===== config.mk =====
export PLATFORM = sky130hd
export DESIGN_NAME = adderc_pipe_flat
export DESIGN_NICKNAME = d
export VERILOG_FILES = /design/src/rtl/adderc_pipe_if.sv /design/src/rtl/adderc_pipe.sv /design/src/flat_wrapper.sv
export SDC_FILE = /design/constraint.sdc
export NUM_CORES = 1
export LEC_CHECK = 0
export ABC_AREA = 1
export BUFFER_PORTS_ARGS = -buffer_cell sky130_fd_sc_hd__buf_2
export CAP_MARGIN = 15
export CORE_MARGIN = 1
export CORE_UTILIZATION = 57
export CTS_CLUSTER_SIZE = 14
export DETAILED_ROUTE_END_ITERATION = 12
export PLACE_DENSITY = 0.79
export SYNTH_ARGS = -nofsm -noshare
export SYNTH_HDL_FRONTEND = slang
export SYNTH_SLANG_ARGS = --single-unit
export TNS_END_PERCENT = 50

===== constraint.sdc =====
create_clock -name clk -period 2.71 [get_ports clk]
set_input_delay 0.1355 -clock clk [delete_from_list [all_inputs] [get_ports clk]]
set_output_delay 0.1355 -clock clk [all_outputs]
set_load 0.02 [all_outputs]

===== src/rtl/adderc_pipe_if.sv =====
// adderc_pipe_if: operand/result bus of the pipelined add/sub unit.
interface adderc_pipe_if #(
    parameter int WIDTH = 16
);
    logic             enable;
    logic             in_valid;
    logic             sub_nadd;
    logic             cin;
    logic             sat;
    logic [WIDTH-1:0] a;
    logic [WIDTH-1:0] b;
    logic             out_valid;
    logic [WIDTH-1:0] out;
    logic             cout;
    logic             ovf;
    modport master (
        output enable, in_valid, sub_nadd, cin, sat, a, b,
        input  out_valid, out, cout, ovf
    );
    modport slave (
        input  enable, in_valid, sub_nadd, cin, sat, a, b,
        output out_valid, out, cout, ovf
    );
endinterface


===== src/rtl/adderc_pipe.sv =====
// adderc_pipe: carry-split pipelined add/sub, one chunk of the carry chain resolved per stage.
module adderc_pipe #(
    parameter int WIDTH  = 16,
    parameter int STAGES = 4
) (
    input logic         clk,
    input logic         srst_n,
    adderc_pipe_if.slave bus
);
    localparam int CHUNK = (WIDTH + STAGES - 1) / STAGES;
    localparam int L     = STAGES - 1;
    typedef logic [WIDTH-1:0] word_t;
    typedef logic [WIDTH:0]   wide_t;
    word_t a_p[STAGES], a_d[STAGES], a_q[STAGES];
    word_t b_p[STAGES], b_d[STAGES], b_q[STAGES];
    word_t r_p[STAGES], r_d[STAGES], r_q[STAGES];
    logic  c_p[STAGES], c_d[STAGES], c_q[STAGES];
    logic  v_p[STAGES], v_d[STAGES], v_q[STAGES];
    logic  s_p[STAGES], s_d[STAGES], s_q[STAGES];
    logic  ovf_d, ovf_q;
    always_comb begin
        word_t m, r;
        wide_t sum;
        logic  f;
        int    lo, hi;
        // bubbles enter as all-zero slots so idle outputs read as zeros
        a_p[0] = bus.in_valid ? bus.a : '0;
        b_p[0] = bus.in_valid ? (bus.sub_nadd ? ~bus.b : bus.b) : '0;
        r_p[0] = '0;
        c_p[0] = bus.in_valid & bus.cin;
        v_p[0] = bus.in_valid;
        s_p[0] = bus.in_valid & bus.sat;
        for (int k = 1; k < STAGES; k++) begin
            a_p[k] = a_q[k-1];
            b_p[k] = b_q[k-1];
            r_p[k] = r_q[k-1];
            c_p[k] = c_q[k-1];
            v_p[k] = v_q[k-1];
            s_p[k] = s_q[k-1];
        end
        m   = '0;
        r   = '0;
        sum = '0;
        f   = 1'b0;
        for (int k = 0; k < STAGES; k++) begin
            lo = k * CHUNK;
            hi = (k == L) ? WIDTH - 1 : lo + CHUNK - 1;
            m   = word_t'((wide_t'(1) << (hi + 1)) - (wide_t'(1) << lo));
            sum = {1'b0, a_p[k] & m} + {1'b0, b_p[k] & m} + (wide_t'(c_p[k]) << lo);
            r   = (r_p[k] & ~m) | (sum[WIDTH-1:0] & m);
            f   = (a_p[k][WIDTH-1] == b_p[k][WIDTH-1]) && (r[WIDTH-1] != a_p[k][WIDTH-1]);
            a_d[k] = bus.enable ? a_p[k] : a_q[k];
            b_d[k] = bus.enable ? b_p[k] : b_q[k];
            v_d[k] = bus.enable ? v_p[k] : v_q[k];
            s_d[k] = bus.enable ? s_p[k] : s_q[k];
            c_d[k] = bus.enable ? |(sum & (wide_t'(1) << (hi + 1))) : c_q[k];
            r_d[k] = !bus.enable ? r_q[k] :
                     (k == L && s_p[k] && f) ? {a_p[k][WIDTH-1], {(WIDTH-1){~a_p[k][WIDTH-1]}}} : r;
        end
        ovf_d = bus.enable ? f : ovf_q;
    end
    always_ff @(posedge clk) begin
        for (int k = 0; k < STAGES; k++) begin
            a_q[k] <= srst_n ? a_d[k] : '0;
            b_q[k] <= srst_n ? b_d[k] : '0;
            r_q[k] <= srst_n ? r_d[k] : '0;
            c_q[k] <= srst_n ? c_d[k] : 1'b0;
            v_q[k] <= srst_n ? v_d[k] : 1'b0;
            s_q[k] <= srst_n ? s_d[k] : 1'b0;
        end
        ovf_q <= srst_n ? ovf_d : 1'b0;
    end
    assign bus.out_valid = v_q[L];
    assign bus.out       = r_q[L];
    assign bus.cout      = c_q[L];
    assign bus.ovf       = ovf_q;
endmodule


===== src/flat_wrapper.sv =====
// flat-port wrapper written by rule: the top's interface ports become plain ports
module adderc_pipe_flat 
#(
    parameter int WIDTH  = 16,
    parameter int STAGES = 4
)
  (clk, srst_n, bus_enable, bus_in_valid, bus_sub_nadd, bus_cin, bus_sat, bus_a, bus_b, bus_out_valid, bus_out, bus_cout, bus_ovf);
  adderc_pipe_if #(.WIDTH(WIDTH)) bus_i ();
  input logic clk;
  input logic srst_n;
  input wire logic [$bits(bus_i.enable)-1:0] bus_enable;
  input wire logic [$bits(bus_i.in_valid)-1:0] bus_in_valid;
  input wire logic [$bits(bus_i.sub_nadd)-1:0] bus_sub_nadd;
  input wire logic [$bits(bus_i.cin)-1:0] bus_cin;
  input wire logic [$bits(bus_i.sat)-1:0] bus_sat;
  input wire logic [$bits(bus_i.a)-1:0] bus_a;
  input wire logic [$bits(bus_i.b)-1:0] bus_b;
  output wire logic [$bits(bus_i.out_valid)-1:0] bus_out_valid;
  output wire logic [$bits(bus_i.out)-1:0] bus_out;
  output wire logic [$bits(bus_i.cout)-1:0] bus_cout;
  output wire logic [$bits(bus_i.ovf)-1:0] bus_ovf;
  assign bus_i.enable = bus_enable;
  assign bus_i.in_valid = bus_in_valid;
  assign bus_i.sub_nadd = bus_sub_nadd;
  assign bus_i.cin = bus_cin;
  assign bus_i.sat = bus_sat;
  assign bus_i.a = bus_a;
  assign bus_i.b = bus_b;
  assign bus_out_valid = bus_i.out_valid;
  assign bus_out = bus_i.out;
  assign bus_cout = bus_i.cout;
  assign bus_ovf = bus_i.ovf;
  adderc_pipe #(.WIDTH(WIDTH), .STAGES(STAGES)) u_core (.clk(clk), .srst_n(srst_n), .bus(bus_i));
endmodule

==> results of run 1 <==
-- cell families (layout without fill, tap and decap cells) --
family	count (synthesis)	in the layout	synth area share [%]
buffers and inverters	78	122	7.41
AO/OA/AOI/OAI	167	167	19.9
adder cells (fa/ha/maj)	29	29	9.60
flip-flops	100	100	45.4
XOR/XNOR	3	3	0.597
AND/OR/NAND/NOR	187	187	17.1
-- sequential cells by signal, summed over array words and instances, names as in the netlist --
register        count
u_core.c_q          4
u_core.v_q          4
u_core.a_q         24
u_core.s_q          3
u_core.r_q         40
u_core.b_q         24
u_core.bus.ovf      1
-- stage by stage --
step / cells / hold slack [ns] / power (mW) / instance area (um2) / utilization [%]
2_1_floorplan: 564 / 0.279 / 1.93 / 4410 / -
3_3_place_gp: 691 / 0.393 / 2.03 / 4710 / 63.9
3_5_place_dp: 691 / 0.394 / 2.04 / 4710 / 63.9
4_1_cts: 707 / 0.00308 / 3.07 / 4930 / 66.9
5_1_grt: 707 / 0.0152 / 3.21 / 4930 / 66.9
6_report: 707 / 0.00806 / 3.06 / 4930 / 66.9
-- tightest hold or removal path, delay by kind of cell --
| kind | cells | cell delay [ns] |
|---|---|---|
| simple gates | 1 | 0.05 |
| buf+inv | 1 | 0.09 |
| compound gates | 1 | 0.05 |
-- power by group through the flow --
stage	logic, mW	registers [mW]	clock network [mW]
after global placement	0.395	1.63	0
final	0.411	1.60	1.04
after detailed placement	0.407	1.64	0
after global routing	0.473	1.61	1.12
after floorplan	0.278	1.65	0
after CTS	0.412	1.60	1.06
-- worst max-delay path by stage --
| stage | from | to | slack, ns | cells after the start |
|---|---|---|---|---|
| after floorplan | u_core.b_q[2][12] | u_core.r_q[3][3] | 0.57 | 14 |
| after global placement | u_core.b_q[2][12] | u_core.r_q[3][9] | 0.47 | 12 |
| after detailed placement | u_core.b_q[2][12] | u_core.r_q[3][8] | 0.34 | 12 |
| after CTS | u_core.b_q[2][12] | u_core.r_q[3][8] | 0.33 | 12 |
| after global routing | u_core.b_q[2][12] | u_core.r_q[3][8] | 0.12 | 12 |
| final | u_core.b_q[2][12] | u_core.r_q[3][8] | 0.34 | 12 |
-- final cells by class --
type | count | area (um2)
clock buffer | 9 | 124
clock inverter | 7 | 100
multi-input combinational | 386 | 2080
fill | 648 | 2440
inverter | 43 | 161
timing repair buffer | 63 | 343
tap | 99 | 124
sequential | 100 | 2000
-- synthesized netlist by cell type, types with 8 or more instances --
| master | count |
|---|---|
| a21oi_1 | 72 |
| a21oi_2 | 10 |
| buf_2 | 9 |
| clkbuf_1 | 22 |
| dfxtp_1 | 100 |
| fa_1 | 8 |
| ha_1 | 21 |
| inv_1 | 40 |
| nand2_1 | 80 |
| nand3_1 | 9 |
| nor2_1 | 90 |
| o21ai_0 | 84 |
-- layer usage --
metal	part of all wire [%]	track usage (%)	wire, um
met1	49	30.2	4250
met2	45	37.4	3900
met3	4.0	3.38	345
met4	1.5	9.68	131
met5	0	0	0
==> reports/results.ini, run 1 <==
[run_status]
status = complete, no violations

[cells_and_area]
drive_gt1_share_pct = 16.0
nets = 671
n_antenna_cell = 0
layout_commonest_cell = dfxtp_1
final_cell_mix = 100 x dfxtp_1, 90 x nor2_1, 84 x o21ai_0
area_growth_pct = 11.9

[placed_design]
io_buffers = 57
gp_congestion = 0.798
pre_cts_ws_ns = 0.345
hpwlAfterDp_um = 5830

[grt]
grt_remaining_overflow = 0
grt_max_degree = 48
grt.total_usage_pct = 22.8
first_global_vias = 3418
grt_pass1_wl_um = 15100
antenna_found_initial = 0

[timing]
max_slew_margin_pct = 69.8
tns_ns = 0
final-max-slew-violation-count = 0
period_minus_slack_ns = 2.37
worst_slack_ns = 0.340
finalCritPeriodShare_pct = 87.5
clock_skew_ns = 0.00439
rsz0062_at_grt = false
finalHoldViolCount = 0
fmax_mhz = 422
setup_viol = 0
tightest_slew_ns = 0.453

[synthesis]
syn_avg_cell_area_um2 = 7.81
syn_nets = 632
async_reset_ff_share_pct = 0
synth-seq-cells = 100
synth-edff-count = 0
synth_top_flop_cell = dfxtp_1
synthCells = 564
yosysUniqueCellTypes = 23
synthTopCellsByArea = dfxtp_1 45%, o21ai_0 9.5%, a21oi_1 8.2%
seq_area_frac_synth_pct = 45.4
yosys.area.top_type = dfxtp_1
synth_area_mm2 = 0.00441
yosys_warnings = 0
synth_top_area_share_pct = 45.4

[clock_tree]
clockBufferDepth = 2
ctsHtreeMaxLevel = 3
cts_root_buf = clkbuf_8
clkLatencyLatePin_ns = 0.37
path_clk_slew_ns = 0.09
cts_resized = 0
cts_hold_repair.buffers = 0
cts_setup_buffers = 0
cts_buffers = 9
cts_tree = yes
clock_sinks = 100

[setup_path]
cp-end-kind = flop
slowest_delay_ns = 0.43
reg2reg_to = u_core.r_q[3][8]
ff2ff_path_depth = 12
rrSetupSlack_ns = 0.34
cp.arrival_ns = 2.62
path_delay_family = adder cells
cp_data_required_time_ns = 2.96
worst_setup_path_start_kind = flop
crit_slowest_cell = fa_1
worst_r2r_startpoint = u_core.b_q[2][12]
path_buf_inv = 4
cp_max_fo = 15
critPathKind = reg -> reg
crit_path_frequent_cell = inv_1
cp_cell_sequence = inv_1, fa_1, inv_1, ha_1, inv_1, fa_1, nand2_2, nand2_2, nand4_1, nand2_1, inv_2, a21oi_1

[power_and_ir_drop]
internal_power_mw = 2.24
p_per_area_mw_per_mm2 = 620
pwr-share-clk_pct = 34.1
sw_frac_of_total_pct = 26.9
switchingPower_uw = 822
combPwrFrac_pct = 13.4
power_frac_seq_pct = 52.4
p_leak_nw = 2.27
vdd_drop_max_v = 0.000308

[die]
dieArea_mm2 = 0.00808
initial_core_util_pct = 59.8
rows = 31
coreArea_mm2 = 0.00737
num_io_pins = 58
chipHeight_um = 89.9
die_width_um = 89.9

[detailed_routing]
drc = 0
drt.antenna.violating_nets = 0
wl_per_cell_um = 12.2
drtPass1Iterations = 5
vias_per_cell = 5.11
route.vias.total = 3614
drtIter0Drc = 246
drt_wl_total_um = 8620

[job]
cap_violations = 0

[worst_hold_path]
hp-start = bus_a[10]
min_path_type = in -> reg
whs_endpoint = u_core.a_q[0][10]
hold_path_depth = 3

Power figures use the tool's default switching activity.
==> run 2: changes to the inputs <==
--- a/config.mk
+++ b/config.mk
@@ -12,7 +12,7 @@
 export CORE_UTILIZATION = 57
 export CTS_CLUSTER_SIZE = 14
 export DETAILED_ROUTE_END_ITERATION = 12
-export PLACE_DENSITY = 0.79
+export PLACE_DENSITY = 0.88
 export SYNTH_ARGS = -nofsm -noshare
 export SYNTH_HDL_FRONTEND = slang
 export SYNTH_SLANG_ARGS = --single-unit
==> run 2 against run 1 <==
  * Final cell count down 0.28%
  * Sequential cell count is the same
  * Power down 3.3%
  * Count of clock-buffer cells in the layout rose by 1
  * First-iteration DRC count grew 5.3%
  * Core utilization fell by 0.53 points
  * Routed wire length about the same
  * Global-route usage shrank 0.71 points
  * Combinational power barely moved
  * Non-clock buffer count decreased by 2
  * Clock power down 9%
  * Largest power group unchanged
==> reports/results.ini, run 2 (synthesis gave the netlist of run 1 again) <==
[run_status]
status = complete, no violations

[cells_and_area]
n_antenna_cell = 0
layout_commonest_cell = dfxtp_1
largest_reg_flops = 40
nets = 669
area_growth_pct = 11.0
final_cell_mix = 100 x dfxtp_1, 90 x nor2_1, 84 x o21ai_0
regMostFlops = u_core.r_q
reg.largest.list = u_core.r_q: 40 flops, u_core.a_q: 24 flops, u_core.b_q: 24 flops
finalNonFillerCells = 705
fillCellCount = 615
drive_gt1_share_pct = 15.7

[detailed_routing]
drt.antenna.violating_nets = 0
wl_per_cell_um = 12.2
drtIter0Drc = 259
vias_per_cell = 5.31
drtPass1Iterations = 5
route.vias.total = 3747
drc = 0
drt_wl_total_um = 8620

[timing]
worst_slack_ns = 0.320
rsz0062_at_grt = false
period_minus_slack_ns = 2.39
max_slew_margin_pct = 67.2
finalHoldViolCount = 0
fmax_mhz = 418
clock_skew_ns = 0.00531
setup_viol = 0
final-max-slew-violation-count = 0
tns_ns = 0
finalCritPeriodShare_pct = 88.2
tightest_slew_ns = 0.491

[clock_tree]
cts_resized = 0
ctsHtreeMaxLevel = 3
clock_sinks = 100
path_clk_slew_ns = 0.09
clkLatencyLatePin_ns = 0.36
cts_buffers = 9
cts_tree = yes
cts_setup_buffers = 0
clockBufferDepth = 2
cts_hold_repair.buffers = 0
cts_root_buf = clkbuf_8

[power_and_ir_drop]
p_total_mw = 2.96
p_per_area_mw_per_mm2 = 604
p_leak_nw = 2.26
vdd_drop_max_v = 0.000317

[grt]
grt.total_usage_pct = 22.1
grt_max_degree = 78
first_global_vias = 3463
antenna_found_initial = 0
grt_remaining_overflow = 0
grt_pass1_wl_um = 14800

[die]
rows = 31
initial_core_util_pct = 59.8
num_io_pins = 58
die_width_um = 89.9
chipHeight_um = 89.9
coreArea_mm2 = 0.00737
dieArea_mm2 = 0.00808

[setup_path]
cp_data_required_time_ns = 2.95
cp.arrival_ns = 2.63
endpoint = u_core.r_q[3][8]
path_delay_family = adder cells
cp.depth = 12
critPathKind = reg -> reg
ff2ff_path_depth = 12
path_buf_inv = 4
slowest_delay_ns = 0.43
worst_r2r_startpoint = u_core.b_q[2][12]
worst_setup_path_start_kind = flop
cp-end-kind = flop
crit_slowest_cell = fa_1
crit_path_frequent_cell = inv_1
cp_max_fo = 15
cp_cell_sequence = inv_1, fa_1, inv_1, ha_1, inv_1, fa_1, nand2_2, nand2_2, nand4_1, nand2_1, inv_2, a21oi_1
reg2reg_to = u_core.r_q[3][8]
crit_start = u_core.b_q[2][12]
rrSetupSlack_ns = 0.32

[placed_design]
pre_cts_ws_ns = 0.368
hpwlAfterDp_um = 5890
dp.cells = 689
gp_congestion = 0.805
io_buffers = 57

[worst_hold_path]
min_path_type = in -> reg

[job]
cap_violations = 0

run 2: changes by cell type in the layout (fill, tap and decap cells not counted):
cell and delta:
bufinv_16 -1, clkbuf_8 +1, clkinv_2 +2, inv_6 +1, clkinvlp_4 -2, buf_4 -2
inv_8 -1
run 2: routing by layer:
layer	wire length [um]	part of all wire (%)	GRT usage, %	vias up
li1	-	-	-	1914
met1	4050	47	28.7	1712
met2	4010	47	36.7	109
met3	407	4.7	3.89	12
met4	146	1.7	8.87	0
met5	0	0	0	-
run 2: tightest hold or removal path, delay by kind of cell:
| kind | cells | cell delay (ns) |
|---|---|---|
| simple gates | 1 | 0.05 |
| compound gates | 1 | 0.05 |
| buf+inv | 1 | 0.09 |
run 2: worst min path at each step:
stage / start / end / slack (ns) / cells past startpoint
2_1_floorplan: bus_a[12] / u_core.a_q[0][12] / 0.28 / 2
3_3_place_gp: bus_a[6] / u_core.a_q[0][6] / 0.39 / 3
3_5_place_dp: bus_sat / u_core.s_q[0] / 0.40 / 3
4_1_cts: bus_sat / u_core.s_q[0] / 0.004 / 3
5_1_grt: bus_a[10] / u_core.a_q[0][10] / 0.007 / 3
6_report: bus_a[10] / u_core.a_q[0][10] / 0.01 / 3
run 2: power breakdown:
part | switching, mW | internal, mW
Clock | 0.491 | 0.452
Combinational | 0.261 | 0.150
Sequential | 0.0452 | 1.56
run 2: through the flow:
step           cell area [um2]  util, %  hold WS, ns
2_1_floorplan             4410        -        0.279
3_3_place_gp              4690     63.7        0.386
3_5_place_dp              4690     63.7        0.396
4_1_cts                   4890     66.4      0.00397
5_1_grt                   4890     66.4      0.00698
6_report                  4890     66.4       0.0146
run 2: cell type report:
class / instances / area (um2) / share of cell area (%)
multi-input cells: 386 / 2080 / 42.5
flip-flops and latches: 100 / 2000 / 40.9
repair buffers: 61 / 328 / 6.70
inverters: 43 / 161 / 3.30
clock buffers: 10 / 138 / 2.81
well taps: 99 / 124 / 2.53
clock inverters: 6 / 62.6 / 1.28
